**src/rtl/mem_access_unit_if.sv**
```systemverilog
// Data-memory bus between the access unit (master) and the data memory (slave).
// Handshake: dm_req is raised with dm_we/dm_addr/dm_wdata stable and held until
// the memory answers with a single-cycle dm_ack; dm_rdata is valid in that ack cycle.
interface mem_access_unit_if #(
  parameter int AW = 7,
  parameter int DW = 32
);
  logic          dm_req;
  logic          dm_we;
  logic [AW-1:0] dm_addr;
  logic [DW-1:0] dm_wdata;
  logic [DW-1:0] dm_rdata;
  logic          dm_ack;

  modport master (
    output dm_req, dm_we, dm_addr, dm_wdata,
    input  dm_rdata, dm_ack
  );

  modport slave (
    input  dm_req, dm_we, dm_addr, dm_wdata,
    output dm_rdata, dm_ack
  );
endinterface

```
**src/rtl/mem_access_unit.sv**
```systemverilog
// Data-memory access stage: turns load/store requests from the core into
// req/ack transactions, stalls the core until they finish, serves repeated
// loads from a single-entry last-access buffer and flags timed-out accesses.
module mem_access_unit #(
  parameter int AW      = 7,
  parameter int DW      = 32,
  parameter int TIMEOUT = 64
) (
  input  logic          clk,
  input  logic          rst_n,
  input  logic          mem_read,
  input  logic          mem_write,
  input  logic [AW-1:0] mem_addr,
  input  logic [DW-1:0] st_data,
  output logic [DW-1:0] ld_data,
  output logic          stall,
  output logic          err,
  output logic [1:0]    fsm_state,
  mem_access_unit_if.master dm
);

  typedef enum logic [1:0] {
    IDLE = 2'd0,
    REQ  = 2'd1,
    DONE = 2'd2
  } state_t;

  // Last REQ cycle that may still wait for an ack before the access is aborted.
  localparam logic [7:0] TO_LAST = 8'(TIMEOUT - 1);

  state_t        state, state_n;
  logic [7:0]    cnt;
  logic          req_q, we_q;
  logic [AW-1:0] addr_q;
  logic [DW-1:0] wdata_q;
  logic          buf_valid;
  logic [AW-1:0] buf_addr;
  logic [DW-1:0] buf_data;
  logic [DW-1:0] ld_q;
  logic          err_q;

  logic access, hit, start, done_ok, done_to;

  // A simultaneous read+write counts as a write, so it can never hit.
  assign access = mem_read | mem_write;
  assign hit    = mem_read & ~mem_write & buf_valid & (mem_addr == buf_addr);

  assign dm.dm_req   = req_q;
  assign dm.dm_we    = we_q;
  assign dm.dm_addr  = addr_q;
  assign dm.dm_wdata = wdata_q;
  assign err         = err_q;
  assign fsm_state   = state;

  // State register.
  always_ff @(posedge clk) begin
    if (!rst_n) state <= IDLE;
    else        state <= state_n;
  end

  // Next state, stall and load-data selection.
  always_comb begin
    state_n = state;
    stall   = 1'b0;
    ld_data = '0;
    start   = 1'b0;
    done_ok = 1'b0;
    done_to = 1'b0;
    case (state)
      IDLE: begin
        if (access) begin
          if (hit) begin
            ld_data = buf_data;
          end else begin
            stall   = 1'b1;
            start   = 1'b1;
            state_n = REQ;
          end
        end
      end
      REQ: begin
        stall = 1'b1;
        // An ack in the last allowed cycle still completes the access.
        if (dm.dm_ack) begin
          done_ok = 1'b1;
          state_n = DONE;
        end else if (cnt == TO_LAST) begin
          done_to = 1'b1;
          state_n = DONE;
        end
      end
      DONE: begin
        ld_data = ld_q;
        state_n = IDLE;
      end
      default: state_n = IDLE;
    endcase
    if (!rst_n) stall = 1'b0;
  end

  // Request registers, timeout counter, result capture and last-access buffer.
  always_ff @(posedge clk) begin
    if (!rst_n) begin
      req_q     <= 1'b0;
      we_q      <= 1'b0;
      addr_q    <= '0;
      wdata_q   <= '0;
      cnt       <= '0;
      buf_valid <= 1'b0;
      buf_addr  <= '0;
      buf_data  <= '0;
      ld_q      <= '0;
      err_q     <= 1'b0;
    end else begin
      err_q <= done_to;
      if (state == REQ && !done_ok && !done_to) cnt <= cnt + 8'd1;
      else                                      cnt <= '0;
      if (start) begin
        req_q   <= 1'b1;
        we_q    <= mem_write;
        addr_q  <= mem_addr;
        wdata_q <= st_data;
      end
      if (done_ok) begin
        req_q     <= 1'b0;
        ld_q      <= we_q ? '0 : dm.dm_rdata;
        buf_valid <= 1'b1;
        buf_addr  <= addr_q;
        buf_data  <= we_q ? wdata_q : dm.dm_rdata;
      end
      if (done_to) begin
        req_q     <= 1'b0;
        ld_q      <= '0;
        buf_valid <= 1'b0;
      end
    end
  end

endmodule

```
**src/flat_wrapper.sv**
```systemverilog
// flat-port wrapper written by rule: the top's interface ports become plain ports
module mem_access_unit_flat 
#(
  parameter int AW      = 7,
  parameter int DW      = 32,
  parameter int TIMEOUT = 64
)
  (clk, rst_n, mem_read, mem_write, mem_addr, st_data, ld_data, stall, err, fsm_state, dm_dm_req, dm_dm_we, dm_dm_addr, dm_dm_wdata, dm_dm_rdata, dm_dm_ack);
  mem_access_unit_if #(.AW(AW), .DW(DW)) dm_i ();
  input  logic clk;
  input  logic rst_n;
  input  logic mem_read;
  input  logic mem_write;
  input  logic [AW-1:0] mem_addr;
  input  logic [DW-1:0] st_data;
  output logic [DW-1:0] ld_data;
  output logic stall;
  output logic err;
  output logic [1:0] fsm_state;
  output wire logic [$bits(dm_i.dm_req)-1:0] dm_dm_req;
  output wire logic [$bits(dm_i.dm_we)-1:0] dm_dm_we;
  output wire logic [$bits(dm_i.dm_addr)-1:0] dm_dm_addr;
  output wire logic [$bits(dm_i.dm_wdata)-1:0] dm_dm_wdata;
  input wire logic [$bits(dm_i.dm_rdata)-1:0] dm_dm_rdata;
  input wire logic [$bits(dm_i.dm_ack)-1:0] dm_dm_ack;
  assign dm_dm_req = dm_i.dm_req;
  assign dm_dm_we = dm_i.dm_we;
  assign dm_dm_addr = dm_i.dm_addr;
  assign dm_dm_wdata = dm_i.dm_wdata;
  assign dm_i.dm_rdata = dm_dm_rdata;
  assign dm_i.dm_ack = dm_dm_ack;
  mem_access_unit #(.AW(AW), .DW(DW), .TIMEOUT(TIMEOUT)) u_core (.clk(clk), .rst_n(rst_n), .mem_read(mem_read), .mem_write(mem_write), .mem_addr(mem_addr), .st_data(st_data), .ld_data(ld_data), .stall(stall), .err(err), .fsm_state(fsm_state), .dm(dm_i));
endmodule
```
**config.mk**
```make
export PLATFORM = sky130hd
export DESIGN_NAME = mem_access_unit_flat
export DESIGN_NICKNAME = d
export VERILOG_FILES = /design/src/rtl/mem_access_unit_if.sv /design/src/rtl/mem_access_unit.sv /design/src/flat_wrapper.sv
export SDC_FILE = /design/constraint.sdc
export NUM_CORES = 1
export LEC_CHECK = 0
export ABC_CLOCK_PERIOD_IN_PS = 4600
export CORE_ASPECT_RATIO = 0.6
export CORE_MARGIN = 4
export CORE_UTILIZATION = 52
export CTS_CLUSTER_DIAMETER = 150
export CTS_CLUSTER_SIZE = 28
export DETAILED_ROUTE_END_ITERATION = 6
export GPL_ROUTABILITY_DRIVEN = 0
export PLACE_DENSITY = 0.83
export SYNTH_ARGS = -nofsm -noshare
export SYNTH_HDL_FRONTEND = slang
export SYNTH_SLANG_ARGS = --single-unit
```
**constraint.sdc**
```tcl
create_clock -name clk -period 4.6 [get_ports clk]
set_input_delay 0.92 -clock clk [delete_from_list [all_inputs] [get_ports clk]]
set_output_delay 0.92 -clock clk [all_outputs]
set_load 0.02 [all_outputs]
```
# Word-level counts from Yosys, hierarchy flattened
# Index checks and enable logic that the tools add are counted.
[classes]
addsub = 1
mul = 0
n_div = 0
magnitude_cmp = 0
n_eq_ne = 7
shifts = 0
muxes = 20
n_bitwise = 6
n_reduce_logical = 9
[ops]
columns = ["cell", "n"]
rows = [
  ["$mux W32", 4],
  ["$pmux W32 S2", 1],
  ["$mux W1", 9],
  ["$add A8 B1 Y8 const B", 1],
  ["$eq A8 B6 Y1 const B", 1],
  ["$mux W2", 4],
  ["$eq A7 B7 Y1", 1],
  ["$pmux W2 S2", 1],
  ["$and A1 B1 Y1", 3],
  ["$ne A3 B2 Y1 const B", 1],
  ["$reduce_and A3 Y1", 1],
  ["$reduce_or A3 Y1", 1],
  ["$eq A2 B1 Y1 const B", 1],
  ["$eq A2 B2 Y1 const B", 1],
  ["$logic_and A1 B1 Y1", 2],
  ["$logic_not A1 Y1", 2],
  ["$logic_not A2 Y1", 1],
  ["$ne A2 B1 Y1 const B", 1],
  ["$ne A2 B2 Y1 const B", 1],
  ["$not A1 Y1", 2],
  ["$pmux W1 S2", 1],
  ["$reduce_and A2 Y1", 1],
  ["$reduce_or A2 Y1", 1],
  ["$or A1 B1 Y1", 1],
]
[word_totals]
register_bits = 124
latch_bits = 0
ram_bits = 0
rom_bits = 0
inputBits = 76
output_inout_bits = 77
word_cells = 54
memories = 0

# Depth between registers and ports, before layout
[depth]
ltp_word = 8
ltp_mapped = 8
ltp_nobuf = 5

# Worst setup path before layout
# OpenSTA, ideal clock, no wires.
[synth_path]
path_kind = "input to output"
startpoint = "input port mem_addr[0]"
endpoint = "output port ld_data[0]"
t_arrival_ns = 2.277
t_required_ns = 3.680
slack_ns = 1.403
stages = 6
path_buffers = 1
path_cell_list = "xnor2_1 -> or2b_1 -> nor4_2 -> clkbuf_1 -> a22oi_1 -> nor2_1"
[synth_via]
elab_chain_cells = 5
[synth_lines]
columns = ["element", "line_no", "text"]
rows = [
  ["from (decl)", "flat_wrapper.sv:14", "input logic [AW-1:0] mem_addr;"],
  ["$eq A7 B7 Y1", "mem_access_unit.sv:46", "assign hit = mem_read & ~mem_write & buf_valid & (mem_addr == buf_addr);"],
  ["$and A1 B1 Y1", "mem_access_unit.sv:46", ""],
  ["$mux W32", "mem_access_unit.sv:72", "if (hit) begin"],
  ["$mux W32", "mem_access_unit.sv:71", "if (access) begin"],
  ["$pmux W32 S2", "mem_access_unit.sv:69", "case (state)"],
  ["to (decl)", "flat_wrapper.sv:16", "output logic [DW-1:0] ld_data;"],
]
# Every way passes these cells.

# Worst setup path in the final report
[layout_path]
startpoint = "input port mem_addr[4]"
endpoint = "output port ld_data[12]"
# Same word-level chain as after synthesis.

==> flow_summary.json <==
{
  "outcome": "finished, final reports clean",
  "most-common-layout-cells": "sky130_fd_sc_hd__nand2_1, sky130_fd_sc_hd__clkdlybuf4s50_1, sky130_fd_sc_hd__dfxtp_1",
  "timing.critical_path.slowest_cell_delay_ns": 0.68,
  "clock-sinks": 124,
  "final_count_of_pins_violating_max_slew": 0,
  "clk_transition_reported_paths_ns": 0.05,
  "vias_in_the_first_global_route": 4937,
  "hold_path_class": "reg2reg",
  "cts.root.buffer_cell": "sky130_fd_sc_hd__clkbuf_16",
  "setup-violations-final": 0,
  "path_buf_inv": 3,
  "cp_data_required_time_ns": 3.68,
  "globalRouteTotalUtil_pct": 24.4,
  "ys.warnings.count": 0,
  "whs_endpoint": "u_core.ld_q[26]",
  "critPathMaxFanout": 32,
  "routed_wl_um": 15300,
  "clock_tree.htree_level_count": 4,
  "ys_dominant_reg_cell": "sky130_fd_sc_hd__dfxtp_1",
  "finalClockSkew_ns": 0.00925,
  "yosys.cell_types.count": 36,
  "arrival_ns": 3.25,
  "final.setup.worst_slack_ns": 0.425,
  "cts_setup_buffers": 0,
  "wire_length_of_the_first_global_routing_pass_um": 24400,
  "design.portCount": 153,
  "path_delay_family": "buffers and inverters",
  "syn_to_final_growth_pct": 36.8,
  "postRouteAntennaNets": 0,
  "largest_net_degree_at_the_start_of_global_routing": 106,
  "hold_start": "u_core.ld_q[26]",
  "critPathSlowestCell": "sky130_fd_sc_hd__clkdlybuf4s50_1",
  "synthCells": 670,
  "finalNetCount": 870,
  "final.hold.worst_slack_ns": 0.455,
  "grt_use_met3_pct": 7.64,
  "place_hpwl_um": 9970,
  "route.detailed.vias_per_inst": 5.42,
  "power.density_nw_per_um2": 384,
  "crit_path_frequent_cell": "sky130_fd_sc_hd__clkdlybuf4s50_1",
  "drc": 0,
  "final_layout_size_suffix_gt1_share_pct": 5.60,
  "n_fill_cell": 751,
  "timing.reg2reg.worst_path_depth": 6,
  "layout_commonest_cell": "sky130_fd_sc_hd__nand2_1",
  "placement_stage_cell_area_um2": 7040,
  "layout.area.seq_um2": 2480,
  "crit_type": "in2out",
  "gr-total-overflow": 0,
  "cts_resized": 0,
  "max_cap_violations": 0,
  "num_vias": 5090,
  "synthesis.nets": 747,
  "core-area_um2": 10100,
  "async_flop_share_pct": 0,
  "synth.avg_cell_area_um2": 8.27,
  "cts_buffers": 17,
  "cts_tree": "built",
  "worst_slack_at_placement_ns": 0.503,
  "final_hold_viol_count": 0,
  "critPathLaunchType": "input pin",
  "postSynthRegisterBits": 124,
  "globalRoute.busiestLayer": "met2",
  "finalWorstPathRequiredPeriod_ns": 4.17,
  "grt_setup_unrepaired": "no",
  "leakagePower_nw": 3.20,
  "ys_top_cells_by_area": "sky130_fd_sc_hd__dfxtp_1, sky130_fd_sc_hd__nand2_1, sky130_fd_sc_hd__mux2i_1, sky130_fd_sc_hd__a21oi_1, sky130_fd_sc_hd__o211a_1",
  "maximum_frequency_from_static_timing_analysis_mhz": 240,
  "timing.final.crit_share_pct": 90.8,
  "buffer_ports.inserted": 152,
  "dieHeight_um": 88.0,
  "netlist.top_cell.by_area": "sky130_fd_sc_hd__dfxtp_1",
  "hold-path-cell-count": 2,
  "max-vdd-ir-drop_v": 0.000321,
  "placementRows": 28,
  "crit_path_end_kind": "output pin",
  "grt.met2_usage_pct": 37.8,
  "multi_input_comb_area_um2": 2780,
  "worst_r2r_startpoint": "u_core.fsm_state[0]",
  "initial_utilization_pct": 54.7,
  "drt-wirelength-per-cell_um": 16.3,
  "clock_insertion_delay_worst_skew_ns": 0.40,
  "crit_chain": "clkdlybuf4s50_1 > xnor2_1 > nand4_1 > nor4_4 > buf_12 > a22oi_1 > nor2_1 > clkdlybuf4s50_1",
  "crit-reg2reg-capture": "u_core.ld_q[9]",
  "maxSlewHeadroom_pct": 25.9,
  "grt_util_met1_pct": 33.3,
  "fin_setup_tns_ns": 0,
  "firstDrtPassIters": 5,
  "setup.reg_to_reg.worst_slack_ns": 1.94,
  "layout.cell_area.non_filler_um2": 7580,
  "insertedDiodeCount": 0,
  "drtIter0Drc": 369,
  "tightest_slew_ns": 1.11,
  "cts.hold.buffers_added": 0,
  "ys_seq_area_share_pct": 44.8,
  "die-area_um2": 12400,
  "cts_max_path_buffers": 2,
  "die_width_um": 141,
  "synth_top_area_share_pct": 44.8,
  "post_synth_instance_area_um2": 5540,
  "antenna_found_initial": 0,
  "synth-edff-count": 0
}
==> synth_stat cells, types with 2 or more instances <==
| cell type | number |
|---|---|
| sky130_fd_sc_hd__a21boi_0 | 7 |
| sky130_fd_sc_hd__a21oi_1 | 65 |
| sky130_fd_sc_hd__a22oi_1 | 32 |
| sky130_fd_sc_hd__and3_1 | 2 |
| sky130_fd_sc_hd__buf_12 | 3 |
| sky130_fd_sc_hd__buf_2 | 13 |
| sky130_fd_sc_hd__clkbuf_1 | 38 |
| sky130_fd_sc_hd__dfxtp_1 | 124 |
| sky130_fd_sc_hd__mux2i_1 | 40 |
| sky130_fd_sc_hd__nand2_1 | 194 |
| sky130_fd_sc_hd__nand3_1 | 4 |
| sky130_fd_sc_hd__nand3b_1 | 2 |
| sky130_fd_sc_hd__nand4_1 | 2 |
| sky130_fd_sc_hd__nor2_1 | 46 |
| sky130_fd_sc_hd__nor2b_1 | 33 |
| sky130_fd_sc_hd__o211a_1 | 32 |
| sky130_fd_sc_hd__o21a_1 | 2 |
| sky130_fd_sc_hd__or2_2 | 2 |
| sky130_fd_sc_hd__xnor2_1 | 9 |
| sky130_fd_sc_hd__xor2_1 | 4 |
==> worst register-to-register path, stage by stage, from the launching register on <==
cell and delay (ns):
sky130_fd_sc_hd__dfxtp_1 0.33, sky130_fd_sc_hd__buf_4 0.39, sky130_fd_sc_hd__nor2b_1 0.37, sky130_fd_sc_hd__nand2b_1 0.16, sky130_fd_sc_hd__o41ai_4 0.79, sky130_fd_sc_hd__buf_4 0.41, sky130_fd_sc_hd__a21oi_1 0.09
==> cell type report <==
type / count / share of cell area (%)
Clock buffer: 23 / 6.31
Clock inverter: 7 / 0.875
Inverter: 1 / 0.0495
Multi-Input combinational cell: 488 / 36.7
Sequential cell: 124 / 32.8
Tap cell: 135 / 2.23
Timing Repair Buffer: 161 / 21.1
==> layer usage <==
layer,share of wire [%],vias up,wire (um)
met2,43,201,6580
met4,0.84,0,129
met3,9.3,16,1430
met5,0,-,0
met1,47,2380,7140
li1,-,2493,-
==> state kept, by name, summed over array words and instances (netlist names) <==
name and count:
u_core.dm.dm_wdata 32, u_core.ld_q 32, u_core.cnt 8, u_core.buf_valid 1, u_core.dm.dm_req 1, u_core.buf_data 32
u_core.err 1, u_core.dm.dm_we 1, u_core.fsm_state 2, u_core.dm.dm_addr 7, u_core.buf_addr 7
==> kinds of logic after synthesis <==
family / share of synthesized area, %
adder cells (fa/ha/maj): 0.226
AND/OR/NAND/NOR: 22.8
AO/OA/AOI/OAI: 17.5
flip-flops: 44.8
buffers and inverters: 5.44
multiplexers: 7.23
XOR/XNOR: 2.05
==> worst max path at each step <==
stage                     start     endpoint  slack [ns]  cells past startpoint
finish              mem_addr[4]  ld_data[12]        0.43                      8
global route        mem_addr[0]  ld_data[12]        0.29                      8
CTS                 mem_addr[4]  ld_data[12]        0.47                      8
detailed placement  mem_addr[4]  ld_data[24]        0.50                      8
global placement      mem_write   ld_data[9]        0.52                      8
floorplan           mem_addr[0]   ld_data[0]        1.40                      6
==> metrics by stage <==
| stage | power [mW] | std cells | util (%) |
|---|---|---|---|
| final | 2.91 | 939 | 74.9 |
| after global routing | 3.03 | 939 | 74.9 |
| after CTS | 2.93 | 939 | 74.9 |
| after detailed placement | 1.70 | 909 | 69.5 |
| after global placement | 1.69 | 909 | 69.5 |
| after floorplan | 1.52 | 670 | - |
==> power by group <==
group / switching, mW / leakage (nW) / internal [mW]
registers: 0.0534 / 1.01 / 1.15
logic: 0.260 / 1.92 / 0.223
clock network: 0.449 / 0.269 / 0.776
total: 0.762 / 3.20 / 2.15
(Power assumes the default switching activity.)
==> RTL change 1, RTL diff (same settings) <==
Make the reset (`rst_n`) asynchronous in 2 clocked blocks.
--- a/src/rtl/mem_access_unit.sv
+++ b/src/rtl/mem_access_unit.sv
@@ -53,7 +53,7 @@
   assign fsm_state   = state;
 
   // State register.
-  always_ff @(posedge clk) begin
+  always_ff @(posedge clk or negedge rst_n) begin
     if (!rst_n) state <= IDLE;
     else        state <= state_n;
   end
@@ -99,7 +99,7 @@
   end
 
   // Request registers, timeout counter, result capture and last-access buffer.
-  always_ff @(posedge clk) begin
+  always_ff @(posedge clk or negedge rst_n) begin
     if (!rst_n) begin
       req_q     <= 1'b0;
       we_q      <= 1'b0;
Behaviour: differs if rst_n is asserted again (counterexample within 4 cycles, from zero or initial values and one cycle with rst_n low); with rst_n held inactive, the same outputs for 10 cycles.
==> RTL change 1 against the unedited design <==
  * Routed wire length grew 1.6%
  * Clock skew barely moved
  * Global-route usage is 1.9 points higher
  * Sequential cell count stayed put
  * Synthesized cell count is 32% lower
  * Cell area up 2.6%
  * Synthesized area increased by 0.43%
  * Hold slack better by 0.028 ns
  * Count of clock-buffer cells in the layout increased by 1
  * Via count is 13% lower
  * Setup slack got worse by 0.030 ns
  * Highest routed layer unchanged
Power is not compared: it rests on default switching activity, and its combinational part moved more than twofold at a synthesized area within 25%.
==> RTL change 1: results <==
metrics = {
    "synthesis": {
        "syn_nets": 530,
        "seq_area_frac_synth": 0.558,
        "synthTopCellsByCount": "dfrtp_1 (124), nor2_1 (42), nand2_1 (34)",
        "synth-adder-area-share": 0.00225,
        "synth_compound_area_frac": 0.133,
        "synth.distinct_cells": 31,
        "ys_top_cells_by_area": "dfrtp_1 (56%), mux2_4 (7.8%), mux2i_1 (5.8%)",
    },
    "global_routing": {
        "grt_pass1_vias": 4649,
        "grt_util_met3": 0.0715,
        "grt_max_degree": 83,
        "grt_pass1_wl_mm": 25.3,
        "met2_usage": 0.397,
    },
    "cells_and_area": {
        "finalInstanceArea_sq_um": 7780,
        "fin_nets": 673,
        "fillCellCount": 625,
        "drive_above_1_share": 0.156,
    },
    "setup_path": {
        "worst_ep_arrival_time_ns": 3.28,
        "startpoint": "mem_addr[3]",
        "reg2reg_depth": 5,
        "rrSetupSlack_ns": 2.16,
        "critical-path-max-stage-delay_ns": 0.64,
        "r2r-start": "u_core.fsm_state[1]",
        "worst_r2r_endpoint": "u_core.dm.dm_wdata[8]",
    },
    "detailed_routing": {
        "vias": 4419,
        "met2RoutedLength_mm": 7.05,
        "routed_wl_mm": 15.5,
    },
    "status": {
        "status": "completed",
    },
}
-- RTL change 1: cell types whose count changed after synthesis, moves of 33 or more --
cell / before / now
nand2_1: 194 / 34
dfrtp_1: 0 / 124
dfxtp_1: 124 / 0
a21oi_1: 65 / 0
o21ai_0: 0 / 33
-- RTL change 1: area by class of cell --
class | count | area share
tap | 135 | 0.0217
clock buffer | 24 | 0.0606
multi-input combinational | 287 | 0.295
inverter | 3 | 0.00145
sequential | 124 | 0.399
clock inverter | 8 | 0.0148
timing repair buffer | 163 | 0.207
-- RTL change 1: worst min-delay path by stage --
stage / from / endpoint / slack, ns / cells past startpoint
after CTS: u_core.buf_data[2] / u_core.buf_data[2] / 0.48 / 2
after global routing: u_core.buf_data[21] / u_core.buf_data[21] / 0.50 / 2
final: u_core.buf_data[2] / u_core.buf_data[2] / 0.48 / 2
after floorplan: u_core.cnt[0] / u_core.cnt[0] / 0.45 / 1
after detailed placement: u_core.buf_data[2] / u_core.buf_data[2] / 0.47 / 2
after global placement: u_core.buf_data[1] / u_core.buf_data[1] / 0.46 / 2
-- RTL change 1: metrics by stage --
step | hold WS, ns | setup slack [ns] | total power, mW | cells
3_5_place_dp | 0.471 | 0.416 | 4.10 | 712
2_1_floorplan | 0.447 | 1.41 | 3.22 | 453
5_1_grt | 0.502 | 0.230 | 5.73 | 744
6_report | 0.483 | 0.395 | 5.45 | 744
4_1_cts | 0.482 | 0.399 | 5.47 | 744
3_3_place_gp | 0.462 | 0.376 | 4.03 | 712
-- RTL change 1: power by group --
group | leakage [nW] | internal, mW | switching [mW] | total (mW)
registers | 1.53 | 1.56 | 0.359 | 1.92
clock network | 0.292 | 0.876 | 0.457 | 1.33
logic | 1.61 | 1.10 | 1.10 | 2.20
==> RTL change 2, RTL diff (same settings) <==
Without the edit above. `AW` is set to 7 in 3 places; all go to 8.
--- a/src/rtl/mem_access_unit_if.sv
+++ b/src/rtl/mem_access_unit_if.sv
@@ -2,7 +2,7 @@
 // Handshake: dm_req is raised with dm_we/dm_addr/dm_wdata stable and held until
 // the memory answers with a single-cycle dm_ack; dm_rdata is valid in that ack cycle.
 interface mem_access_unit_if #(
-  parameter int AW = 7,
+  parameter int AW = 8,
   parameter int DW = 32
 );
   logic          dm_req;
--- a/src/rtl/mem_access_unit.sv
+++ b/src/rtl/mem_access_unit.sv
@@ -2,7 +2,7 @@
 // req/ack transactions, stalls the core until they finish, serves repeated
 // loads from a single-entry last-access buffer and flags timed-out accesses.
 module mem_access_unit #(
-  parameter int AW      = 7,
+  parameter int AW      = 8,
   parameter int DW      = 32,
   parameter int TIMEOUT = 64
 ) (
--- a/src/flat_wrapper.sv
+++ b/src/flat_wrapper.sv
@@ -1,7 +1,7 @@
 // flat-port wrapper written by rule: the top's interface ports become plain ports
 module mem_access_unit_flat 
 #(
-  parameter int AW      = 7,
+  parameter int AW      = 8,
   parameter int DW      = 32,
   parameter int TIMEOUT = 64
 )
Interface: changed (resized dm_dm_addr and mem_addr); port bits go from 153 to 155. The function was not compared with the original's and may differ.
==> RTL change 2 against the unedited design <==
  * Hold slack worse by 0.013 ns
  * Via count grew 47%
  * Routed wire length is 49% higher
  * Setup slack lost 0.0067 ns
  * Sequential share of layout area decreased by 4.2 points
  * Sequential power grew 7%
  * Sequential cell count grew 2
  * Cell area increased by 17%
  * Maximum frequency down 0.16%
  * Synthesized area is 23% higher
  * Power grew 14%
  * First-iteration DRC count up 96%
  * Critical path type unchanged
==> RTL change 2: results <==
metrics = {
    "status": {
        "status": "completed",
    },
    "setup_path": {
        "reg2reg_depth": 6,
        "critPathSlowestCell": "clkdlybuf4s50_1",
        "critical-path-max-stage-delay_ns": 0.62,
        "worstPathMaxFanout": 31,
        "worst_ep_arrival_time_ns": 3.26,
    },
    "cells_and_area": {
        "drive_above_1_share": 0.0626,
        "diodes": 0,
        "fin_nets": 1088,
    },
    "worst_hold_path": {
        "whs_path_depth": 1,
    },
    "synthesis": {
        "seq_area_frac_synth": 0.371,
        "syn_nets": 996,
        "ys_top_cells_by_area": "dfxtp_1 (37%), nand2_1 (8.8%), nor3_1 (5.4%)",
        "yosys_warnings": 0,
        "synth.distinct_cells": 33,
        "synthTopCellsByCount": "nand2_1 (160), dfxtp_1 (126), nor3_1 (74)",
        "yosysTopAreaCellShare": 0.371,
    },
    "detailed_routing": {
        "routed_wl_mm": 22.8,
        "avgViaCountPerCell": 6.27,
        "drt_iter0_drc": 722,
    },
    "place": {
        "dpl.hpwl_mm": 14.2,
        "placed_area_sq_um": 8250,
        "port_buffers": 154,
    },
    "power_and_ir_drop": {
        "swShare": 0.305,
        "leakage_nw": 2.78,
        "max-vdd-ir-drop_uv": 248,
        "pwr-share-comb": 0.213,
        "p_clk_frac": 0.399,
    },
    "global_routing": {
        "antenna_found_initial": 1,
        "track_usage": 0.300,
        "grt_pass1_vias": 6954,
        "grt_pass1_wl_mm": 36.2,
        "grt_max_degree": 84,
    },
    "clock_network": {
        "clock_path_buffers": 2,
        "cts_buffers": 17,
    },
    "sta": {
        "maxSlewHeadroom": 0.366,
        "finClkSkew_ns": 0.0108,
    },
}
[RTL change 2: cell families after synthesis]
| logic type | share of synthesized area |
|---|---|
| adder cells (fa/ha/maj) | 0.00184 |
| buffers and inverters | 0.0742 |
| AO/OA/AOI/OAI | 0.220 |
| flip-flops | 0.371 |
| XOR/XNOR | 0.0180 |
| AND/OR/NAND/NOR | 0.315 |
[RTL change 2: final cells by class]
cell class	count	area [sq um]
multi-input combinational	685	3780
timing repair buffer	177	1720
fill	1069	3980
clock inverter	11	116
tap	170	213
inverter	3	11.3
clock buffer	20	467
sequential	126	2520
[RTL change 2: metal layers]
metal  GRT usage  share of wire  wire (um)
met1       0.420           0.44      10000
met4       0.118          0.021        469
met2       0.441           0.43       9750
met5           0        0.00048         11
met3      0.0788           0.11       2560
[RTL change 2: through the flow]
step / hold slack [ns] / instances / utilization / power (mW) / setup WS (ns)
6_report: 0.443 / 1192 / 0.690 / 3.33 / 0.418
5_1_grt: 0.459 / 1192 / 0.690 / 3.44 / 0.308
4_1_cts: 0.443 / 1192 / 0.690 / 3.32 / 0.459
3_5_place_dp: 0.432 / 1161 / 0.644 / 2.00 / 0.479
3_3_place_gp: 0.420 / 1161 / 0.644 / 2.00 / 0.461
2_1_floorplan: 0.413 / 918 / - / 1.71 / 1.47
[RTL change 2: worst max-delay path, delay by kind of cell]
kind / cells / cell delay [ns]
AND/OR/NAND/NOR: 2 / 0.47
buffers and inverters: 3 / 1.43
AO/OA/AOI/OAI: 1 / 0.19
XOR/XNOR: 1 / 0.23
[RTL change 2: final timing paths]
check,slack (ns),to,start
max,0.42,ld_data[3],mem_addr[4]
min,0.44,u_core.cnt[0],u_core.cnt[0]
max reg2reg,1.83,u_core.dm.dm_wdata[15],u_core.fsm_state[1]
min reg2reg,0.44,u_core.cnt[0],u_core.cnt[0]
